File: config.mk
export PLATFORM = sky130hd
export DESIGN_NAME = fp_norm_pack
export DESIGN_NICKNAME = d
export VERILOG_FILES = /design/src/rtl/fp_pkg.sv /design/src/rtl/fp_pack.sv /design/src/rtl/fp_norm_pack.sv
export SDC_FILE = /design/constraint.sdc
export NUM_CORES = 1
export LEC_CHECK = 0
export CORE_AREA = 2 2 90 92
export DETAILED_ROUTE_END_ITERATION = 12
export DIE_AREA = 0 0 92 94
export GPL_ROUTABILITY_DRIVEN = 1
export MAX_ROUTING_LAYER = met4
export PLACE_DENSITY = 0.78
export SYNTH_ARGS = -nofsm -noshare
export SYNTH_HDL_FRONTEND = slang
export SYNTH_HIERARCHICAL = 1
export SYNTH_SLANG_ARGS = --single-unit
File: constraint.sdc
create_clock -name CLK -period 2.8 [get_ports CLK]
set_input_delay 0.56 -clock CLK [delete_from_list [all_inputs] [get_ports CLK]]
set_output_delay 0.56 -clock CLK [all_outputs]
set_load 0.01 [all_outputs]
File: src/rtl/fp_pkg.sv
// -----------------------------------------------------------------------------
// fp_pkg
// Shared types and constants for the single-precision normalise/pack path.
//   EXP_W / FRAC_W / BIAS : IEEE-754 single-precision field geometry
//   EXP_MAX               : all-ones exponent field (infinity / NaN)
//   fp32_t                : packed {sign, exp, frac} word
//   norm_state_t          : IDLE / NORM / DONE controller states
//   pack_rule_t           : which packing rule the normaliser settled on
//   POS_ZERO, INF_MAG     : +0 word and infinity magnitude (exp+frac)
// -----------------------------------------------------------------------------
package fp_pkg;

  localparam int EXP_W  = 8;
  localparam int FRAC_W = 23;
  localparam int BIAS   = 127;

  localparam logic [EXP_W-1:0] EXP_MAX = 8'hFF;

  typedef struct packed {
    logic              sign;
    logic [EXP_W-1:0]  exp;
    logic [FRAC_W-1:0] frac;
  } fp32_t;

  typedef enum logic [1:0] {
    IDLE = 2'd0,
    NORM = 2'd1,
    DONE = 2'd2
  } norm_state_t;

  typedef enum logic [1:0] {
    RULE_NORMAL = 2'd0,
    RULE_ZERO   = 2'd1,
    RULE_OVF    = 2'd2,
    RULE_DENORM = 2'd3
  } pack_rule_t;

  localparam fp32_t POS_ZERO = '{sign: 1'b0, exp: '0, frac: '0};
  localparam logic [EXP_W+FRAC_W-1:0] INF_MAG = {EXP_MAX, {FRAC_W{1'b0}}};

endpackage

File: src/rtl/fp_pack.sv
// -----------------------------------------------------------------------------
// fp_pack
// Combinational packer: turns a normalised (or classified) sign/exponent/
// fraction into an IEEE-754 single-precision word plus status flags.
// Shared between the add/sub normaliser and the multiply path.
//   sign      in  : result sign
//   exp       in  : biased exponent field (already range-checked)
//   frac      in  : 23 fraction bits
//   rule      in  : packing rule chosen by the normaliser
//   word      out : packed float
//   zero      out : word is +0
//   overflow  out : word saturated to signed infinity
//   underflow out : word is a denormal with nonzero fraction
// -----------------------------------------------------------------------------
module fp_pack
  import fp_pkg::*;
(
  input  logic              sign,
  input  logic [EXP_W-1:0]  exp,
  input  logic [FRAC_W-1:0] frac,
  input  pack_rule_t        rule,
  output fp32_t             word,
  output logic              zero,
  output logic              overflow,
  output logic              underflow
);

  always_comb begin
    // NOTE: every output gets a default first so no path through the case
    // leaves a signal unassigned, which would otherwise infer a latch.
    word      = POS_ZERO;
    zero      = 1'b0;
    overflow  = 1'b0;
    underflow = 1'b0;
    unique case (rule)
      RULE_ZERO: zero = 1'b1;  // sign is dropped: cancellation yields +0
      RULE_OVF: begin
        word     = {sign, INF_MAG};
        overflow = 1'b1;
      end
      RULE_DENORM: begin
        word      = {sign, {EXP_W{1'b0}}, frac};
        underflow = |frac;
      end
      default: word = {sign, exp, frac};
    endcase
  end

endmodule

File: src/rtl/fp_norm_pack.sv
// -----------------------------------------------------------------------------
// fp_norm_pack
// Output stage of the FP add/sub datapath. Takes the raw sign, aligned
// exponent and 25-bit mantissa {carry, hidden, frac[22:0]}, normalises it one
// shift per cycle and packs a single-precision word. START/done handshake.
//   CLK, RST_N : clock, asynchronous active-low reset
//   START      : one-cycle request, honoured only when idle
//   SIGN_IN    : result sign
//   EXP_IN     : biased exponent of the aligned operands
//   MANT_IN    : bit 24 carry, bit 23 hidden, bits 22:0 fraction
//   result     : packed {sign, exp, frac}, held until the next completion
//   done       : one-cycle pulse when result/flags update
//   busy       : high while an operation is in flight
//   zero / overflow / underflow : status of result, held with it
// Build option: define FP_ROUND_EN to round-half-even on the bit lost by the
// carry right shift; otherwise that bit is truncated.
// -----------------------------------------------------------------------------
module fp_norm_pack
  import fp_pkg::*;
(
  input  logic              CLK,
  input  logic              RST_N,
  input  logic              START,
  input  logic              SIGN_IN,
  input  logic [EXP_W-1:0]  EXP_IN,
  input  logic [FRAC_W+1:0] MANT_IN,
  output logic [31:0]       result,
  output logic              done,
  output logic              busy,
  output logic              zero,
  output logic              overflow,
  output logic              underflow
);

  norm_state_t       state;
  pack_rule_t        rule_r;
  logic              s_r;
  logic [EXP_W:0]    e_r;   // one bit of headroom for the carry increment
  logic [FRAC_W+1:0] m_r;
  logic [FRAC_W-1:0] frac_pack;

  fp32_t pack_word;
  logic  pack_zero, pack_ovf, pack_unf;

`ifdef FP_ROUND_EN
  logic              rbit;  // bit shifted out by the carry right shift
  logic [FRAC_W+1:0] m_rnd;
  logic              rnd_carry;

  // Only one bit can ever be shifted out, so rbit=1 is an exact tie:
  // round up only when that makes the result even.
  always_comb begin
    m_rnd = m_r;
    if (rule_r == RULE_NORMAL && rbit && m_r[0])
      m_rnd = {1'b0, m_r[FRAC_W:0]} + (FRAC_W+2)'(1);
    rnd_carry = m_rnd[FRAC_W+1];
    frac_pack = m_rnd[FRAC_W-1:0];
  end
`else
  assign frac_pack = m_r[FRAC_W-1:0];
`endif

  fp_pack u_pack (
    .sign      (s_r),
    .exp       (e_r[EXP_W-1:0]),
    .frac      (frac_pack),
    .rule      (rule_r),
    .word      (pack_word),
    .zero      (pack_zero),
    .overflow  (pack_ovf),
    .underflow (pack_unf)
  );

  // NOTE: all state here uses non-blocking assignments so every register
  // samples the pre-edge values of the others, independent of statement order.
  // NOTE: only flops, no memories, so every register is cleared by the
  // asynchronous reset; a mid-operation reset aborts without a done pulse.
  always_ff @(posedge CLK or negedge RST_N) begin
    if (!RST_N) begin
      state     <= IDLE;
      rule_r    <= RULE_NORMAL;
      s_r       <= 1'b0;
      e_r       <= '0;
      m_r       <= '0;
      result    <= '0;
      done      <= 1'b0;
      busy      <= 1'b0;
      zero      <= 1'b0;
      overflow  <= 1'b0;
      underflow <= 1'b0;
`ifdef FP_ROUND_EN
      rbit      <= 1'b0;
`endif
    end else begin
      done <= 1'b0;
      unique case (state)
        IDLE: begin
          if (START) begin
            s_r       <= SIGN_IN;
            e_r       <= {1'b0, EXP_IN};
            m_r       <= MANT_IN;
            zero      <= 1'b0;
            overflow  <= 1'b0;
            underflow <= 1'b0;
            busy      <= 1'b1;
            state     <= NORM;
`ifdef FP_ROUND_EN
            rbit      <= 1'b0;
`endif
          end
        end

        NORM: begin
          if (m_r == '0) begin
            rule_r <= RULE_ZERO;
            state  <= DONE;
          end else if (m_r[FRAC_W+1]) begin
            m_r <= m_r >> 1;
            e_r <= e_r + 1'b1;
`ifdef FP_ROUND_EN
            rbit <= m_r[0];
`endif
          end else if (e_r >= {1'b0, EXP_MAX}) begin
            rule_r <= RULE_OVF;
            state  <= DONE;
          end else if (!m_r[FRAC_W] && e_r > 9'd1) begin
            m_r <= m_r << 1;
            e_r <= e_r - 1'b1;
          end else if (!m_r[FRAC_W]) begin
            rule_r <= RULE_DENORM;
            state  <= DONE;
          end else begin
            rule_r <= RULE_NORMAL;
            state  <= DONE;
          end
        end

        DONE: begin
`ifdef FP_ROUND_EN
          // Rounding carried into bit 24: spend one cycle re-normalising.
          // rbit is cleared so the word is not rounded a second time.
          if (rnd_carry) begin
            m_r  <= m_rnd >> 1;
            e_r  <= e_r + 1'b1;
            rbit <= 1'b0;
            if ((e_r + 1'b1) >= {1'b0, EXP_MAX}) rule_r <= RULE_OVF;
          end else
`endif
          begin
            result    <= pack_word;
            zero      <= pack_zero;
            overflow  <= pack_ovf;
            underflow <= pack_unf;
            done      <= 1'b1;
            busy      <= 1'b0;
            state     <= IDLE;
          end
        end

        default: begin
          busy  <= 1'b0;
          state <= IDLE;
        end
      endcase
    end
  end

endmodule

==> impl_metrics.csv <==
group,metric,value,unit
status,status,"completed",
logic_synthesis,ys_seq_area_frac,0.477,
clock_tree,sinks_on_the_clock_net,76,
clock_tree,post_cts.resized_instances,0,
cells_and_area,drive_gt1_frac,0.150,
cells_and_area,area_growth_syn_to_layout,26.0,%
clock_tree,cts_buffers,9,
sta,report.final.slew_viol_count,0,
worst_setup_path,worst-endpoint-arrival,2.91,ns
floorplan,io_pins,74,
worst_setup_path,timing.critical_path.to_type,"flop",
clock_tree,cts-hold-fix-buffers,0,
placed_design,place_hpwl,6.62,mm
logic_synthesis,distinct_cell_type_count_after_synthesis,43,
route,detail_route.vias_per_cell,5.94,
sta,normalized_max_slew_margin,0.358,
clock_tree,clk_latency,0.35,ns
clock_tree,cts_max_level,3,
logic_synthesis,cell_taking_the_most_area_after_synthesis,"sky130_fd_sc_hd__dfrtp_1",
worst_setup_path,cp.required,3.07,ns
floorplan,die_h,94,µm
sta,layout_worst_path_cycle_share,0.944,
logic_synthesis,synth_top_area_frac,0.477,
route,met3RoutedLength,555,µm
global_route,grt_start_max_net_pins,77,
floorplan,die-area,0.00865,mm²
hold_path,timing.hold.worst.class,"primary input to asynchronous set/reset pin",
route,detail_route.wirelength.met1,4.54,mm
floorplan,initial_utilization,0.525,
logic_synthesis,synth.area.top_cells,"sky130_fd_sc_hd__dfrtp_1 (48%), sky130_fd_sc_hd__mux2_2 (9.3%), sky130_fd_sc_hd__a221oi_1 (4.8%)",
cells_and_area,diode_insertion_count_for_antenna_repair,0,
route,detailedRoute.firstIterationViolations,310,
logic_synthesis,synth_cells,409,
worst_setup_path,critical_path.startpoint_type,"flop",
cells_and_area,net_count_of_the_finished_layout,517,
sta,final_hold_viol_count,0,
route,route.antenna.remaining_nets,0,
cells_and_area,finalCoreUtilization,0.661,
floorplan,core,0.00761,mm²
route,routed_length_per_placed_instance,16.7,µm
placed_design,placement.io_buffers,73,
clock_tree,clkSlewWorstSetupHoldPaths,0.08,ns
sta,setup-violations-final,0,
logic_synthesis,synthesis.area,0.00399,mm²
worst_setup_path,cpPeakStageDelay,0.50,ns
route,routed_wirelength,9.69,mm
sta,rsz0062_at_grt,"false",
sta,fin_skew,0.00619,ns
floorplan,row_count,32,
job,maxCapViolations,0,
logic_synthesis,postSynthNetCount,450,
worst_setup_path,crit_path_cell_trace,"ha_1 > nand2_1 > nor3_1 > ha_1 > nor2_1 > o41ai_1 > or4_1 > a211oi_4 > buf_4 > buf_12 > nor2_1 > a21oi_1",
worst_setup_path,crit_fanout,22,
power_and_ir_drop,p_total,0.00583,W
global_route,grtUsageTotal,0.245,
sta,fmax,0.378,GHz
worst_setup_path,timing_worst_setup_path_type,"flop to flop",
global_route,grt_antenna_before_repair,0,
sta,tns,0,ns
clock_tree,cts_setup_buffers,0,
power_and_ir_drop,leak_pwr,2.13,nW
logic_synthesis,ys_ff_latch,76,
power_and_ir_drop,pwr_density_cell,1160,mW/mm²
clock_tree,cts.path.max_buffers,2,
route,firstDrtPassIters,4,
sta,tightest_slew,0.963,ns
floorplan,die_width,92,µm
worst_setup_path,worst_path_max_delay_cell,"sky130_fd_sc_hd__or4_1",
route,route.detailed.drc,0,
sta,final_period_minus_worst_setup_slack,2.64,ns
global_route,global_route_wire_length_before_repair,16.2,mm
placed_design,gpl.final_weighted_congestion,0.914,
global_route,vias_in_the_first_global_route,3215,
power_and_ir_drop,max-vdd-ir-drop,0.588,mV
route,vias,3455,
route,met2_wirelength,4.43,mm
clock_tree,tritoncts_clock_tree,"done",
global_route,overflow,0,
route,topRoutingLayerUsed,"met4",
logic_synthesis,syn_area_per_cell,9.76,µm²
logic_synthesis,yosys_warnings,6,
clock_tree,root_buffer,"sky130_fd_sc_hd__clkbuf_8",
[worst max-delay path, delay by kind of cell (launching register included)]
kind            cells  cell delay, ns
simple gates        5            0.81
compound gates      3            0.56
flops               1            0.40
fa+ha+maj           2            0.40
buf+inv             2            0.38
[cell type report]
| class | count | area [µm²] |
|---|---|---|
| tap | 102 | 128 |
| inverter | 9 | 33.8 |
| multi-input combinational | 293 | 1920 |
| fill | 610 | 2580 |
| sequential | 76 | 1900 |
| clock buffer | 11 | 151 |
| timing repair buffer | 87 | 871 |
| clock inverter | 4 | 25.0 |
[cells in the final DEF (no fill, tap or decap), types with 3 or more instances in the layout]
cell type                          n
sky130_fd_sc_hd__dfrtp_1          76
sky130_fd_sc_hd__clkdlybuf4s50_1  72
sky130_fd_sc_hd__nor2_1           48
sky130_fd_sc_hd__a21oi_1          35
sky130_fd_sc_hd__mux2_2           33
sky130_fd_sc_hd__and3_1           23
sky130_fd_sc_hd__and2_1           23
sky130_fd_sc_hd__a221oi_1         22
sky130_fd_sc_hd__nand2_1          18
sky130_fd_sc_hd__o21ai_0          14
sky130_fd_sc_hd__buf_4            12
sky130_fd_sc_hd__nor4_1           11
sky130_fd_sc_hd__clkbuf_8         11
sky130_fd_sc_hd__inv_1             9
sky130_fd_sc_hd__nand3_1           9
sky130_fd_sc_hd__nor3_1            9
sky130_fd_sc_hd__o22ai_1           5
sky130_fd_sc_hd__nand4_1           4
sky130_fd_sc_hd__ha_1              4
sky130_fd_sc_hd__a31oi_1           3
sky130_fd_sc_hd__a22o_1            3
sky130_fd_sc_hd__buf_12            3
[state kept, by name, indices dropped and copies added (netlist names)]
signal / cells
result: 32
m_r: 25
e_r: 9
rule_r: 2
state: 2
busy: 1
done: 1
overflow: 1
s_r: 1
underflow: 1
zero: 1
[synth_stat cells (all sizes together)]
cell type and count:
dfrtp 76, nor2 50, a21oi 35, mux2 33
and2 23, and3 23, a221oi 22, clkbuf 18
nand2 18, o21ai 14, buf 13, nor4 12
inv 9, nand3 9, nor3 9, o22ai 5
ha 4, nand4 4, a22o 3, a31oi 3
a211oi 2, a22oi 2, and2b 2, nand2b 2
nor2b 2, o21bai 2, or4 2, a21boi 1
a2bb2oi 1, and4 1, mux2i 1, o2111a 1
o211ai 1, o31a 1, o41ai 1, or2 1
or3 1, or4b 1, xor2 1
[cells by family (layout without fill, tap and decap cells)]
kind of cell             after synthesis  count (layout)  synth area share
multiplexers                          34              34            0.0956
XOR/XNOR                               1               1           0.00220
AND/OR/NAND/NOR                      160             160             0.211
buffers and inverters                 40             111            0.0477
adder cells (fa/ha/maj)                4               4            0.0125
flip-flops                            76              76             0.477
AO/OA/AOI/OAI                         94              94             0.155
[report_power, final]
group / switching (W) / internal, W / total [W] / leakage [nW]
registers: 0.000566 / 0.00160 / 0.00217 / 0.909
clock network: 0.000397 / 0.000362 / 0.000759 / 0.0872
logic: 0.00144 / 0.00147 / 0.00290 / 1.13
total: 0.00240 / 0.00343 / 0.00583 / 2.13
[metrics by stage]
step / setup WS, ns / instance area, µm² / std cells / hold WS, ns
3_3_place_gp: 0.159 / 4850 / 567 / 0.483
2_1_floorplan: 0.431 / 3990 / 409 / 0.264
3_5_place_dp: 0.0950 / 4850 / 567 / 0.491
4_1_cts: 0.162 / 5030 / 582 / 0.392
5_1_grt: 0.0180 / 5030 / 582 / 0.430
6_report: 0.155 / 5030 / 582 / 0.346
[path summary, 6_finish.rpt]
path                           start        end  slack (ns)  depth (start not counted)
setup / recovery              e_r[1]     m_r[3]        0.16                         12
min in group CLK           underflow  underflow        0.50                          1
max in group asynchronous      RST_N  result[6]        1.82                          1
hold / removal                 RST_N     e_r[0]        0.35                          1
hold reg to reg            underflow  underflow        0.50                          1
setup reg to reg              e_r[1]     m_r[3]        0.16                         12
[layer usage]
layer / GRT usage / up-vias
met5: - / -
met4: 0.0983 / 0
met3: 0.0353 / 18
met2: 0.349 / 141
met1: 0.356 / 1669
li1: - / 1627
(Power assumes the default switching activity.)
